### src/rtl/iiitb_rtc_param.sv
// Real-time clock with a parameterised seconds divider, BCD time-of-day, validated load,
// and a latched hh:mm alarm. The display can be switched between 12-hour and 24-hour form.
module iiitb_rtc_param #(
    parameter int CLK_DIV = 100,
    parameter int DIV_W   = 24
) (
    input  logic       clk,
    input  logic       rst,
    input  logic       mode_12h,
    input  logic       load,
    input  logic [7:0] ld_hr,
    input  logic [7:0] ld_min,
    input  logic [7:0] ld_sec,
    input  logic       alm_wr,
    input  logic       alm_en,
    input  logic       alm_ack,
    output logic [3:0] hrm,
    output logic [3:0] hrl,
    output logic [3:0] minm,
    output logic [3:0] minl,
    output logic [3:0] secm,
    output logic [3:0] secl,
    output logic       pm,
    output logic       sec_tick,
    output logic       day_tick,
    output logic       load_err,
    output logic       alarm
);

    localparam logic [DIV_W-1:0] DIV_MAX = DIV_W'(CLK_DIV - 1);

    logic [DIV_W-1:0] div;
    logic [7:0] hr, mn, sc, alm_hr, alm_min;
    logic [7:0] hr_n, mn_n, sc_n;
    logic       ld_ok, alm_ok, load_do, upd, match;
    logic [4:0] h_bin, h12;
    logic       pm12;

    function automatic logic bcd_ok(input logic [7:0] v, input logic [3:0] tens_max);
        return (v[3:0] <= 4'd9) && (v[7:4] <= tens_max);
    endfunction

    // Wraps to 00 once the value reaches top; otherwise a BCD +1.
    function automatic logic [7:0] bcd_inc(input logic [7:0] v, input logic [7:0] top);
        if (v == top)
            return 8'h00;
        else if (v[3:0] == 4'd9)
            return {v[7:4] + 4'd1, 4'd0};
        else
            return {v[7:4], v[3:0] + 4'd1};
    endfunction

    always_comb begin
        ld_ok    = bcd_ok(ld_hr, 4'd2) && (ld_hr <= 8'h23) &&
                   bcd_ok(ld_min, 4'd5) && bcd_ok(ld_sec, 4'd5);
        alm_ok   = bcd_ok(ld_hr, 4'd2) && (ld_hr <= 8'h23) && bcd_ok(ld_min, 4'd5);
        sec_tick = (div == DIV_MAX);
        load_do  = load && ld_ok;
        upd      = load_do || sec_tick;
        day_tick = sec_tick && !load_do &&
                   (hr == 8'h23) && (mn == 8'h59) && (sc == 8'h59);

        sc_n = bcd_inc(sc, 8'h59);
        mn_n = (sc == 8'h59) ? bcd_inc(mn, 8'h59) : mn;
        hr_n = ((sc == 8'h59) && (mn == 8'h59)) ? bcd_inc(hr, 8'h23) : hr;
        if (load_do) begin
            hr_n = ld_hr;
            mn_n = ld_min;
            sc_n = ld_sec;
        end

        // Compare against the value the time registers are about to take.
        match = alm_en && upd && (hr_n == alm_hr) && (mn_n == alm_min) && (sc_n == 8'h00);
    end

    always_ff @(posedge clk or negedge rst) begin
        if (!rst) begin
            div      <= '0;
            hr       <= 8'h00;
            mn       <= 8'h00;
            sc       <= 8'h00;
            alm_hr   <= 8'h00;
            alm_min  <= 8'h00;
            alarm    <= 1'b0;
            load_err <= 1'b0;
        end else begin
            div <= upd ? '0 : div + 1'b1;
            if (upd) begin
                hr <= hr_n;
                mn <= mn_n;
                sc <= sc_n;
            end
            if (alm_wr && alm_ok) begin
                alm_hr  <= ld_hr;
                alm_min <= ld_min;
            end
            load_err <= (load && !ld_ok) || (alm_wr && !alm_ok);
            if (match)
                alarm <= 1'b1;
            else if (alm_ack || !alm_en)
                alarm <= 1'b0;
        end
    end

    always_comb begin
        h_bin = 5'(hr[7:4]) * 5'd10 + 5'(hr[3:0]);
        h12   = h_bin;
        pm12  = 1'b0;
        if (h_bin == 5'd0) begin
            h12 = 5'd12;
        end else if (h_bin >= 5'd12) begin
            pm12 = 1'b1;
            if (h_bin > 5'd12)
                h12 = h_bin - 5'd12;
        end

        if (mode_12h) begin
            hrm = (h12 >= 5'd10) ? 4'd1 : 4'd0;
            hrl = (h12 >= 5'd10) ? 4'(h12 - 5'd10) : 4'(h12);
            pm  = pm12;
        end else begin
            hrm = hr[7:4];
            hrl = hr[3:0];
            pm  = 1'b0;
        end
        minm = mn[7:4];
        minl = mn[3:0];
        secm = sc[7:4];
        secl = sc[3:0];
    end

endmodule

### config.mk
export PLATFORM = sky130hd
export DESIGN_NAME = iiitb_rtc_param
export DESIGN_NICKNAME = d
export VERILOG_FILES = /design/src/rtl/iiitb_rtc_param.sv
export SDC_FILE = /design/constraint.sdc
export NUM_CORES = 1
export LEC_CHECK = 0
export CORE_MARGIN = 5
export CORE_UTILIZATION = 35
export CTS_BUF_LIST = sky130_fd_sc_hd__clkbuf_8
export CTS_CLUSTER_DIAMETER = 40
export CTS_CLUSTER_SIZE = 10
export DETAILED_ROUTE_END_ITERATION = 10
export HOLD_SLACK_MARGIN = 0.12
export PLACE_DENSITY = 0.66
export SLEW_MARGIN = 20
export SYNTH_ARGS = -nofsm -noshare
export SYNTH_HDL_FRONTEND = slang
export SYNTH_SLANG_ARGS = --single-unit
### constraint.sdc
create_clock -name clk -period 4.95 [get_ports clk]
set_input_delay 0.7425 -clock clk [delete_from_list [all_inputs] [get_ports clk]]
set_output_delay 0.7425 -clock clk [all_outputs]
set_load 0.05 [all_outputs]
==> results.sh <==
export IMPL_status="completed"
export IMPL_worst_setup_path_start_kind="flip-flop"
export IMPL_tns_ns=0
export IMPL_cp_required_ns=4.21
export IMPL_synth_edf_count=0
export IMPL_path_max_fanout=9
export IMPL_dieArea_mm2=0.0152
export IMPL_crit_start="hr[4]$_DFFE_PN0N_"
export IMPL_synth_fp_nets=572
export IMPL_place_hpwl_um=8790
export IMPL_synthesis_instances=520
export IMPL_syn_area_mm2=0.00450
export IMPL_fp_row_count=41
export IMPL_syn_area_per_cell_um2=8.65
export IMPL_grt_start_max_net_pins=67
export IMPL_path_clk_slew_ns=0.08
export IMPL_grt_pass1_vias=3891
export IMPL_worstRegToRegCells=9
export IMPL_async_flop_share=1.00
export IMPL_routedWlPerCell_um=16.0
export IMPL_period_needed_ns=4.69
export IMPL_endpoint_kind="output pin"
export IMPL_firstDrtPassIters=5
export IMPL_detail_route_antenna_nets=0
export IMPL_antenna_found_initial=0
export IMPL_cts_tree="yes"
export IMPL_finalSetupViolCount=0
export IMPL_io_pins=60
export IMPL_ir_drop_mv=0.164
export IMPL_cts_setup_buffers=0
export IMPL_powerDensity_mw_per_mm2=408
export IMPL_finClkSkew_ns=0.0103
export IMPL_post_cts_resize_count=0
export IMPL_yosys_cell_types_count=57
export IMPL_area_growth_pct=21.1
export IMPL_drv_slew=0
export IMPL_final_cell_mix="dfrtp_1 (66), nor2_1 (56), clkdlybuf4s50_1 (55), nand2_1 (51), o21ai_0 (37)"
export IMPL_finish_net_count=624
export IMPL_cts_root_buf="clkbuf_8"
export IMPL_drt_iter0_drc=328
export IMPL_postLayoutCoreUtil=0.432
export IMPL_drv_cap=0
export IMPL_layout_commonest_cell="dfrtp_1"
export IMPL_htree_levels=3
export IMPL_worst_ep_arrival_time_ns=3.95
export IMPL_final_hold_viol_count=0
export IMPL_drive_gt1_frac=0.0780
export IMPL_diodes=0
export IMPL_rsz0062_at_grt="no"
export IMPL_hold_class="reg -> reg"
export IMPL_clk_insertion_delay_late_ns=0.35
export IMPL_clockBufferDepth=2
export IMPL_grt_pass1_wl_um=19800
export IMPL_fill_cells=1289
export IMPL_slew_headroom=0.427
export IMPL_endpoint="hrl[3]"
export IMPL_r2r_setup_slack_ns=1.68
export IMPL_start_util=0.357
export IMPL_core_mm2=0.0126
export IMPL_ys_flop_type="dfrtp_1"
export IMPL_gp_congestion=0.901
export IMPL_yosysWarnings=0
export IMPL_worst_setup_path_type="reg -> out"
export IMPL_synth_seq_cells=66
export IMPL_r2r_end="alarm$_DFFE_PN0P_"
export IMPL_finalCritPeriodShare=0.947
export IMPL_overflow=0
export IMPL_die_w_um=123
export IMPL_worstReg2RegStart="sc[0]$_DFFE_PN0N_"
export IMPL_dieHeight_um=123
export IMPL_fmax_ghz=0.213
export IMPL_drt_total_wl_um=12000
export IMPL_via_per_inst=5.40
export IMPL_grt_usage=0.164
export IMPL_postCtsHoldBufs=0
export IMPL_worstMarginPinSlew_ns=0.859
export IMPL_numClockSinks=66
export IMPL_ys_seq_area_frac=0.367
export IMPL_io_buffers=59
export IMPL_vias=4042
export IMPL_drc=0
export IMPL_cts_buffers=9
export IMPL_leakage_nw=2.32
-- routing by layer --
metal / up-vias / global-route usage / wire [um]
li1: 1964 / - / -
met1: 1949 / 0.240 / 5760
met2: 111 / 0.243 / 5220
met3: 18 / 0.0334 / 799
met4: 0 / 0.0519 / 173
met5: - / 0 / 0
-- synthesized netlist by cell type, types with 9 or more instances --
library cell	number	area, um2
dfrtp_1	66	1650
ha_1	20	250
xor2_1	21	184
nand3_1	21	105
nand4_1	9	56.3
inv_1	17	63.8
nand2_1	51	191
nor2_1	56	210
mux2_2	14	158
a21oi_1	32	160
xnor2_1	19	166
nor2b_1	10	62.6
clkbuf_1	17	63.8
mux2i_1	12	120
o21ai_0	37	185
nor3_1	17	85.1
-- final cells by class --
class	instances	area, um2	area share
Timing Repair Buffer	64	621	0.114
Multi-Input combinational cell	414	2680	0.492
Tap cell	172	215	0.0395
Sequential cell	66	1650	0.303
Clock buffer	9	124	0.0227
Inverter	17	63.8	0.0117
Clock inverter	7	93.8	0.0172
-- registers in the layout, summed over array words and instances (netlist names) --
register and flops:
div 24, hr 8, alm_hr 8, mn 8, load_err 1, sc 8
alarm 1, alm_min 8
-- worst max-delay path, cell delays in order, from the launching register on --
cell and delay (ns):
dfrtp_1 0.50, ha_1 0.27, fa_1 0.38, xor2_1 0.32, inv_1 0.15, ha_1 0.23, nand2_1 0.15, nand3_1 0.11
a21oi_1 0.18, a31oi_1 0.10, nor3_1 0.20, a21oi_1 0.06, a21oi_1 0.16, clkdlybuf4s50_1 0.82
-- how the worst min path moves through the flow --
stage / from / endpoint / slack, ns / cells past startpoint
2_1_floorplan: rst / alarm$_DFFE_PN0P_ / 0.45 / 0
3_3_place_gp: div[0]$_DFF_PN0_ / div[0]$_DFF_PN0_ / 0.47 / 1
3_5_place_dp: div[0]$_DFF_PN0_ / div[0]$_DFF_PN0_ / 0.48 / 1
4_1_cts: div[0]$_DFF_PN0_ / div[0]$_DFF_PN0_ / 0.49 / 1
5_1_grt: div[0]$_DFF_PN0_ / div[0]$_DFF_PN0_ / 0.51 / 1
6_report: div[0]$_DFF_PN0_ / div[0]$_DFF_PN0_ / 0.48 / 1
-- kinds of logic after synthesis --
logic type | synth area share
and+or+nand+nor | 0.236
AOI/OAI and AO/OA | 0.160
DFF | 0.367
xor gates and xnor gates | 0.0779
buffers and inverters | 0.0375
muxes | 0.0617
adders and majority gates | 0.0601
-- report_power, final --
| part | switching (W) | leakage [nW] | total (W) | internal, W |
|---|---|---|---|---|
| Combinational | 0.000565 | 1.40 | 0.000950 | 0.000385 |
| Clock | 0.000229 | 0.105 | 0.000512 | 0.000282 |
| Sequential | 0.000133 | 0.814 | 0.000759 | 0.000627 |
-- metrics by stage --
step | total power [W] | area (um2) | hold WS (ns) | instances | setup WS [ns]
after floorplan | 0.00143 | 4500 | 0.447 | 520 | 0.702
after global placement | 0.00169 | 5230 | 0.474 | 733 | 0.623
after detailed placement | 0.00172 | 5230 | 0.483 | 733 | 0.426
after CTS | 0.00223 | 5450 | 0.493 | 749 | 0.0348
after global routing | 0.00237 | 5450 | 0.509 | 749 | 0.0343
final | 0.00222 | 5450 | 0.483 | 749 | 0.261
(Power assumes the default switching activity.)
